File: src/rtl/mshr_refill_seq_pkg.sv
`default_nettype none
// ============================================================================
//  Module      : mshr_pkg
//  Description : Shared definitions for the MSHR refill sequencer: state
//                encoding, default widths and line-address formation.
//  Revision    : 1.0 - initial release
// ============================================================================
package mshr_pkg;

    localparam int c_BEAT_W_DEF = 8;
    localparam int c_ID_W_DEF   = 3;
    localparam int c_LA_W       = 64;

    // Refill state encoding, 2 bits wide
    typedef logic [1:0] refill_state_t;

    localparam refill_state_t c_ST_IDLE   = 2'd0;
    localparam refill_state_t c_ST_REFILL = 2'd1;
    localparam refill_state_t c_ST_META   = 2'd2;
    localparam refill_state_t c_ST_DONE   = 2'd3;

    // Replace the low beat_w bits of a line address with a beat index.
    // The function works at the widest supported width; callers cast the
    // result down to their own address width.
    function automatic logic [c_LA_W-1:0] form_line_addr(
        input logic [c_LA_W-1:0] addr,
        input logic [c_LA_W-1:0] idx,
        input int unsigned       beat_w
    );
        logic [c_LA_W-1:0] mask;
        mask = (c_LA_W'(1) << beat_w) - c_LA_W'(1);
        return (addr & ~mask) | (idx & mask);
    endfunction

endpackage
`default_nettype wire

File: src/rtl/mshr_refill_seq_beat_counter.sv
`default_nettype none
// ============================================================================
//  Module      : refill_beat_counter
//  Description : Wrap-at-n beat counter. n == 0 encodes 2^BEAT_W beats,
//                because n-1 in BEAT_W-bit arithmetic is all ones.
//  Revision    : 1.0 - initial release
// ============================================================================
module refill_beat_counter #(
    parameter int BEAT_W = 8
) (
    input  logic              clk,
    input  logic              rst,
    input  logic              clr,
    input  logic              en,
    input  logic [BEAT_W-1:0] n,
    output logic [BEAT_W-1:0] value,
    output logic              complete
);

    logic [BEAT_W-1:0] r_value;
    logic [BEAT_W-1:0] w_last;
    logic              w_wrap;

    assign w_last   = n - BEAT_W'(1);
    assign w_wrap   = (r_value == w_last);
    assign complete = en & w_wrap;
    assign value    = r_value;

    // Beat counter: clear wins, otherwise advance and wrap on each accepted beat
    always_ff @(posedge clk or posedge rst) begin
        if (rst) begin
            r_value <= '0;
        end else if (clr) begin
            r_value <= '0;
        end else if (en) begin
            r_value <= w_wrap ? '0 : r_value + BEAT_W'(1);
        end
    end

endmodule
`default_nettype wire

File: src/rtl/mshr_refill_seq.sv
`default_nettype none
// ============================================================================
//  Module      : mshr_refill_seq
//  Description : MSHR refill sequencer. Takes one refill command, streams
//                the returned beats into the data array, writes the line's
//                metadata and pulses done to the owning MSHR entry.
//  Revision    : 1.0 - initial release
// ============================================================================
module mshr_refill_seq
    import mshr_pkg::*;
#(
    parameter int ADDR_W = 32,
    parameter int DATA_W = 64,
    parameter int BEAT_W = c_BEAT_W_DEF,
    parameter int ID_W   = c_ID_W_DEF
) (
    input  logic              clk,
    input  logic              rst,
    input  logic              req_valid,
    output logic              req_ready,
    input  logic [ADDR_W-1:0] req_addr,
    input  logic [ID_W-1:0]   req_id,
    input  logic [BEAT_W-1:0] req_beats,
    input  logic              mem_resp_valid,
    output logic              mem_resp_ready,
    input  logic [DATA_W-1:0] mem_resp_data,
    output logic              data_wr_en,
    input  logic              data_wr_ready,
    output logic [ADDR_W-1:0] data_wr_addr,
    output logic [DATA_W-1:0] data_wr_data,
    output logic              meta_wr_en,
    input  logic              meta_wr_ready,
    output logic [ADDR_W-1:0] meta_wr_addr,
    output logic              busy,
    output logic [BEAT_W-1:0] beat_idx,
    output logic              done_valid,
    output logic [ID_W-1:0]   done_id
);

    refill_state_t     r_state;
    refill_state_t     w_state_nxt;
    logic [ADDR_W-1:0] r_addr;
    logic [ID_W-1:0]   r_id;
    logic [BEAT_W-1:0] r_beats;

    logic              w_in_idle;
    logic              w_in_refill;
    logic              w_in_meta;
    logic              w_in_done;
    logic              w_req_acc;
    logic              w_beat_en;
    logic              w_complete;
    logic [BEAT_W-1:0] w_beat_idx;

    assign w_in_idle   = (r_state == c_ST_IDLE);
    assign w_in_refill = (r_state == c_ST_REFILL);
    assign w_in_meta   = (r_state == c_ST_META);
    assign w_in_done   = (r_state == c_ST_DONE);

    assign w_req_acc   = w_in_idle & req_valid;
    // A beat moves only when memory offers it and the data array grants it
    assign w_beat_en   = w_in_refill & mem_resp_valid & data_wr_ready;

    refill_beat_counter #(
        .BEAT_W (BEAT_W)
    ) u_beat_counter (
        .clk      (clk),
        .rst      (rst),
        .clr      (w_req_acc),
        .en       (w_beat_en),
        .n        (r_beats),
        .value    (w_beat_idx),
        .complete (w_complete)
    );

    // Next-state selection for the refill sequence
    always_comb begin
        w_state_nxt = r_state;
        case (r_state)
            c_ST_IDLE:   if (req_valid)     w_state_nxt = c_ST_REFILL;
            c_ST_REFILL: if (w_complete)    w_state_nxt = c_ST_META;
            c_ST_META:   if (meta_wr_ready) w_state_nxt = c_ST_DONE;
            c_ST_DONE:                      w_state_nxt = c_ST_IDLE;
            default:                        w_state_nxt = c_ST_IDLE;
        endcase
    end

    // State register; reset abandons any partial refill without a done pulse
    always_ff @(posedge clk or posedge rst) begin
        if (rst) begin
            r_state <= c_ST_IDLE;
        end else begin
            r_state <= w_state_nxt;
        end
    end

    // Command latch, loaded only when a new command is taken in IDLE
    always_ff @(posedge clk or posedge rst) begin
        if (rst) begin
            r_addr  <= '0;
            r_id    <= '0;
            r_beats <= '0;
        end else if (w_req_acc) begin
            r_addr  <= req_addr;
            r_id    <= req_id;
            r_beats <= req_beats;
        end
    end

    assign req_ready      = w_in_idle;
    assign busy           = ~w_in_idle;
    assign beat_idx       = w_beat_idx;

    // Beats flow straight through; no beat storage in the sequencer
    assign data_wr_en     = w_in_refill & mem_resp_valid;
    assign mem_resp_ready = w_in_refill & data_wr_ready;
    assign data_wr_data   = w_in_refill ? mem_resp_data : '0;
    assign data_wr_addr   = ADDR_W'(form_line_addr(c_LA_W'(r_addr),
                                                   c_LA_W'(w_beat_idx),
                                                   BEAT_W));

    assign meta_wr_en     = w_in_meta;
    assign meta_wr_addr   = ADDR_W'(form_line_addr(c_LA_W'(r_addr),
                                                   '0, BEAT_W));

    assign done_valid     = w_in_done;
    assign done_id        = r_id;

endmodule
`default_nettype wire

File: config.mk
export PLATFORM = sky130hd
export DESIGN_NAME = mshr_refill_seq
export DESIGN_NICKNAME = d
export VERILOG_FILES = /design/src/rtl/mshr_refill_seq_pkg.sv /design/src/rtl/mshr_refill_seq_beat_counter.sv /design/src/rtl/mshr_refill_seq.sv
export SDC_FILE = /design/constraint.sdc
export NUM_CORES = 1
export LEC_CHECK = 0
export ABC_AREA = 1
export ABC_CLOCK_PERIOD_IN_PS = 1900
export CAP_MARGIN = 15
export CORE_MARGIN = 3
export CORE_UTILIZATION = 30
export DETAILED_ROUTE_END_ITERATION = 8
export PLACE_DENSITY = 0.79
export RECOVER_POWER = 25
export SETUP_SLACK_MARGIN = 0.5
export SKIP_CTS_REPAIR_TIMING = 1
export SLEW_MARGIN = 10
export SYNTH_ARGS = -nofsm -noshare
export SYNTH_HDL_FRONTEND = slang
export SYNTH_HIERARCHICAL = 1
export SYNTH_SLANG_ARGS = --single-unit
File: constraint.sdc
create_clock -name clk -period 1.9 [get_ports clk]
set_clock_uncertainty 0.15 [all_clocks]
set_input_delay 0.19 -clock clk [delete_from_list [all_inputs] [get_ports clk]]
set_output_delay 0.19 -clock clk [all_outputs]
set_load 0.1 [all_outputs]
==> impl_summary.txt <==
----------------------------------------------------
[Status]
  Run status ... complete, but fails checks
  Violations in the final reports ... negative setup slack

[Detailed routing]
  Number of DRC violations after detailed-routing iteration 0 ... 172
  Via count ... 3799
  Via count normalized by instance count ... 4.46
  Final wirelength ... 14.6 mm
  Number of design rule violations left after detail routing ... 0
  Router iterations before antenna repair ... 4
  Antenna viol nets, final ... 0
  Detailed-route wire length per cell ... 17.2 µm

[Final layout]
  Filler cell count in the final layout ... 599
  Synthesis-to-layout area growth ... 142%
  Number of nets in the layout ... 836
  Combined area of the multi-input logic cells ... 1850 µm²
  FF+latch area ... roughly 1200 µm²
  Diode insertion count for antenna repair ... 0
  Fraction of layout cells with a size suffix above 1 ... 53.3%

[Die]
  Floorplan die area ... about 12000 µm²
  Initial Utilization ... 31.6%
  Number of top-level pins ... 258
  Placeable Area ... 10000 µm²
  Vert. Die Dim ... 109 µm
  Number of placement rows ... 36
  Die W ... roughly 110 µm

[Clock network]
  Clock edge transition at the registers on the reported setup and hold paths ... 0.09 ns
  TritonCTS clock tree ... done
  Clock Latency Late Sink ... 0.30 ns
  # H-tree levels ... 2
  Clock Root Buffer ... sky130_fd_sc_hd__clkbuf_8
  Number of CTS-inserted buffers ... 5
  Clock net sink count ... 45
  Maximum count of clock buffers along a single path ... 2

[GRT]
  Largest net degree at the start of global routing ... 38
  Total grt overflow ... 0
  Vias in the first global route ... ~3700
  First-pass GRT wire length ... 18.0 mm
  All-layer global routing usage ... 19.3%
  Number of antenna violations at the first check in global routing ... 0

[STA]
  Final count of negative-setup-slack endpoints ... 67
  Final count of hold timing violations ... 0
  Hold WS ... around 0.14 ns
  Maximum achievable frequency ... 480 MHz
  Max-slew violation count ... 0
  Final worst-path cycle share ... 110%
  RSZ-0062 raised after global routing ... yes
  Max-slew headroom ... 39.5%
  TNS Setup ... -6.82 ns
  Post-layout minimum cycle time ... ~2.1 ns
  Slew of the pin with the lowest slew margin ... ~0.91 ns
  Worst setup margin ... -0.182 ns

[Placement]
  Final weighted congestion of routability-driven global placement ... 0.863
  Port Buf Inserts ... between 200 and 250
  Worst setup slack after placement ... -0.0561 ns
  HPWL after DPL ... 10.3 mm

[Synthesis]
  Main synth FF type ... sky130_fd_sc_hd__dfrtp_1
  Synthesized flop and latch total ... 45
  Syn Std Cell Area ... about 3200 µm²
  Synth async-reset ratio ... 100%
  Syn Area/Cell ... 6.63 µm²
  Total of warnings raised by yosys ... 6
  Number of cells produced by synthesis ... 476
  Count leader, synth ... sky130_fd_sc_hd__nand2_1
  Share of the yosys chip area belonging to registers ... 35.7%
  Top cell type by total area after synthesis ... sky130_fd_sc_hd__dfrtp_1
  Synth cell types ... 25
  Commonest cells in the netlist ... sky130_fd_sc_hd__nand2_1, sky130_fd_sc_hd__inv_1, sky130_fd_sc_hd__buf_4, sky130_fd_sc_hd__dfrtp_1, sky130_fd_sc_hd__nand3_1
  Number of enable-type register cells in the synthesized netlist ... 0
  Cell types occupying the most area after synthesis ... sky130_fd_sc_hd__dfrtp_1, sky130_fd_sc_hd__nand2_1, sky130_fd_sc_hd__buf_4
  Top-area cell type share of the netlist area ... 35.7%

[Hold path]
  Path type of the worst min-delay path ... input pin to async pin

[Critical path]
  Worst setup path category ... flip-flop to primary output
  Worst endpoint data arrival time ... 1.74 ns
  CP Data Required Time ... 1.56 ns
  Critical path endpoint category ... primary output
  Maximum fanout encountered on the critical timing path ... 8
  Startpoint kind of the worst setup timing path ... flip-flop

[Flow run]
  Number of max-capacitance violations reported ... 0

----------------------------------------------------
==> flip-flops by register name (all words and copies together), names as in the netlist <==
signal,cells
r_addr,24
r_beats,8
u_beat_counter/value,8
done_id,3
r_state,2
==> per-stage QoR <==
stage	area [µm²]	util (%)	std cells
floorplan	3540	-	483
global placement	6620	66.2	822
detailed placement	6620	66.2	822
CTS	6730	67.3	830
global route	7650	76.5	851
finish	7650	76.5	851
==> cells by family after synthesis <==
kind of cell / synth area share, %
adder cells (fa/ha/maj): 2.38
buffers and inverters: 23.7
AO/OA/AOI/OAI: 0.436
flip-flops: 35.7
XOR/XNOR: 3.57
AND/OR/NAND/NOR: 34.1
other: 0.119
==> metal layers <==
layer  vias to the layer above  wire length (µm)  global-route usage, %  part of all wire, %
li1                       1809                 -                      -                    -
met1                      1778              4810                   18.7                   33
met2                       185              8190                   39.8                   56
met3                        27              1180                   4.96                  8.1
met4                         0               425                   4.60                  2.9
met5                         -                 0                      0                    0
==> final cells by class <==
cell class / instances / area share (%)
Clock buffer: 6 / 0.949
Clock inverter: 2 / 0.507
Inverter: 92 / 8.03
Multi-Input combinational cell: 292 / 24.2
Sequential cell: 45 / 15.5
Tap cell: 133 / 2.18
Timing Repair Buffer: 281 / 48.7
==> final timing paths <==
kind                                   startpoint                             endpoint  slack, ns  cells after the start
max                        r_state[1]$_DFFE_PP0P_                     data_wr_data[32]      -0.18                      7
min                                           rst  u_beat_counter/value[6]$_DFFE_PP0P_       0.14                      2
min in group clk                      req_addr[8]                r_addr[8]$_DFFE_PP0P_       0.26                      3
max reg2reg                r_beats[0]$_DFFE_PP0P_               r_state[1]$_DFFE_PP0P_      -0.12                     13
min reg2reg                done_id[0]$_DFFE_PP0P_               done_id[0]$_DFFE_PP0P_       0.34                      2
max in group asynchronous                     rst               r_addr[17]$_DFFE_PP0P_       0.48                      3
==> cell usage in the layout, fill, tap and decap left out, drive strengths merged, types with 6 or more instances in the layout <==
| cell type | instances |
|---|---|
| clkdlybuf4s50 | 103 |
| nor2 | 17 |
| clkbuf | 13 |
| xor2 | 6 |
| buf | 170 |
| inv | 22 |
| nand2 | 219 |
| dfrtp | 45 |
| xnor2 | 6 |
| clkinvlp | 67 |
| nand3 | 23 |
| conb | 8 |
| ha | 6 |
==> critical path, stage by stage (launching register included) <==
cell and delay, ns:
sky130_fd_sc_hd__dfrtp_1 0.44, sky130_fd_sc_hd__inv_2 0.09, sky130_fd_sc_hd__ha_4 0.19, sky130_fd_sc_hd__buf_8 0.14, sky130_fd_sc_hd__clkbuf_16 0.18, sky130_fd_sc_hd__nand2_2 0.10, sky130_fd_sc_hd__clkinvlp_4 0.12, sky130_fd_sc_hd__buf_12 0.17
Power is not shown: default switching activity piles up to over one toggle a cycle in this logic, so the estimate is an artifact.
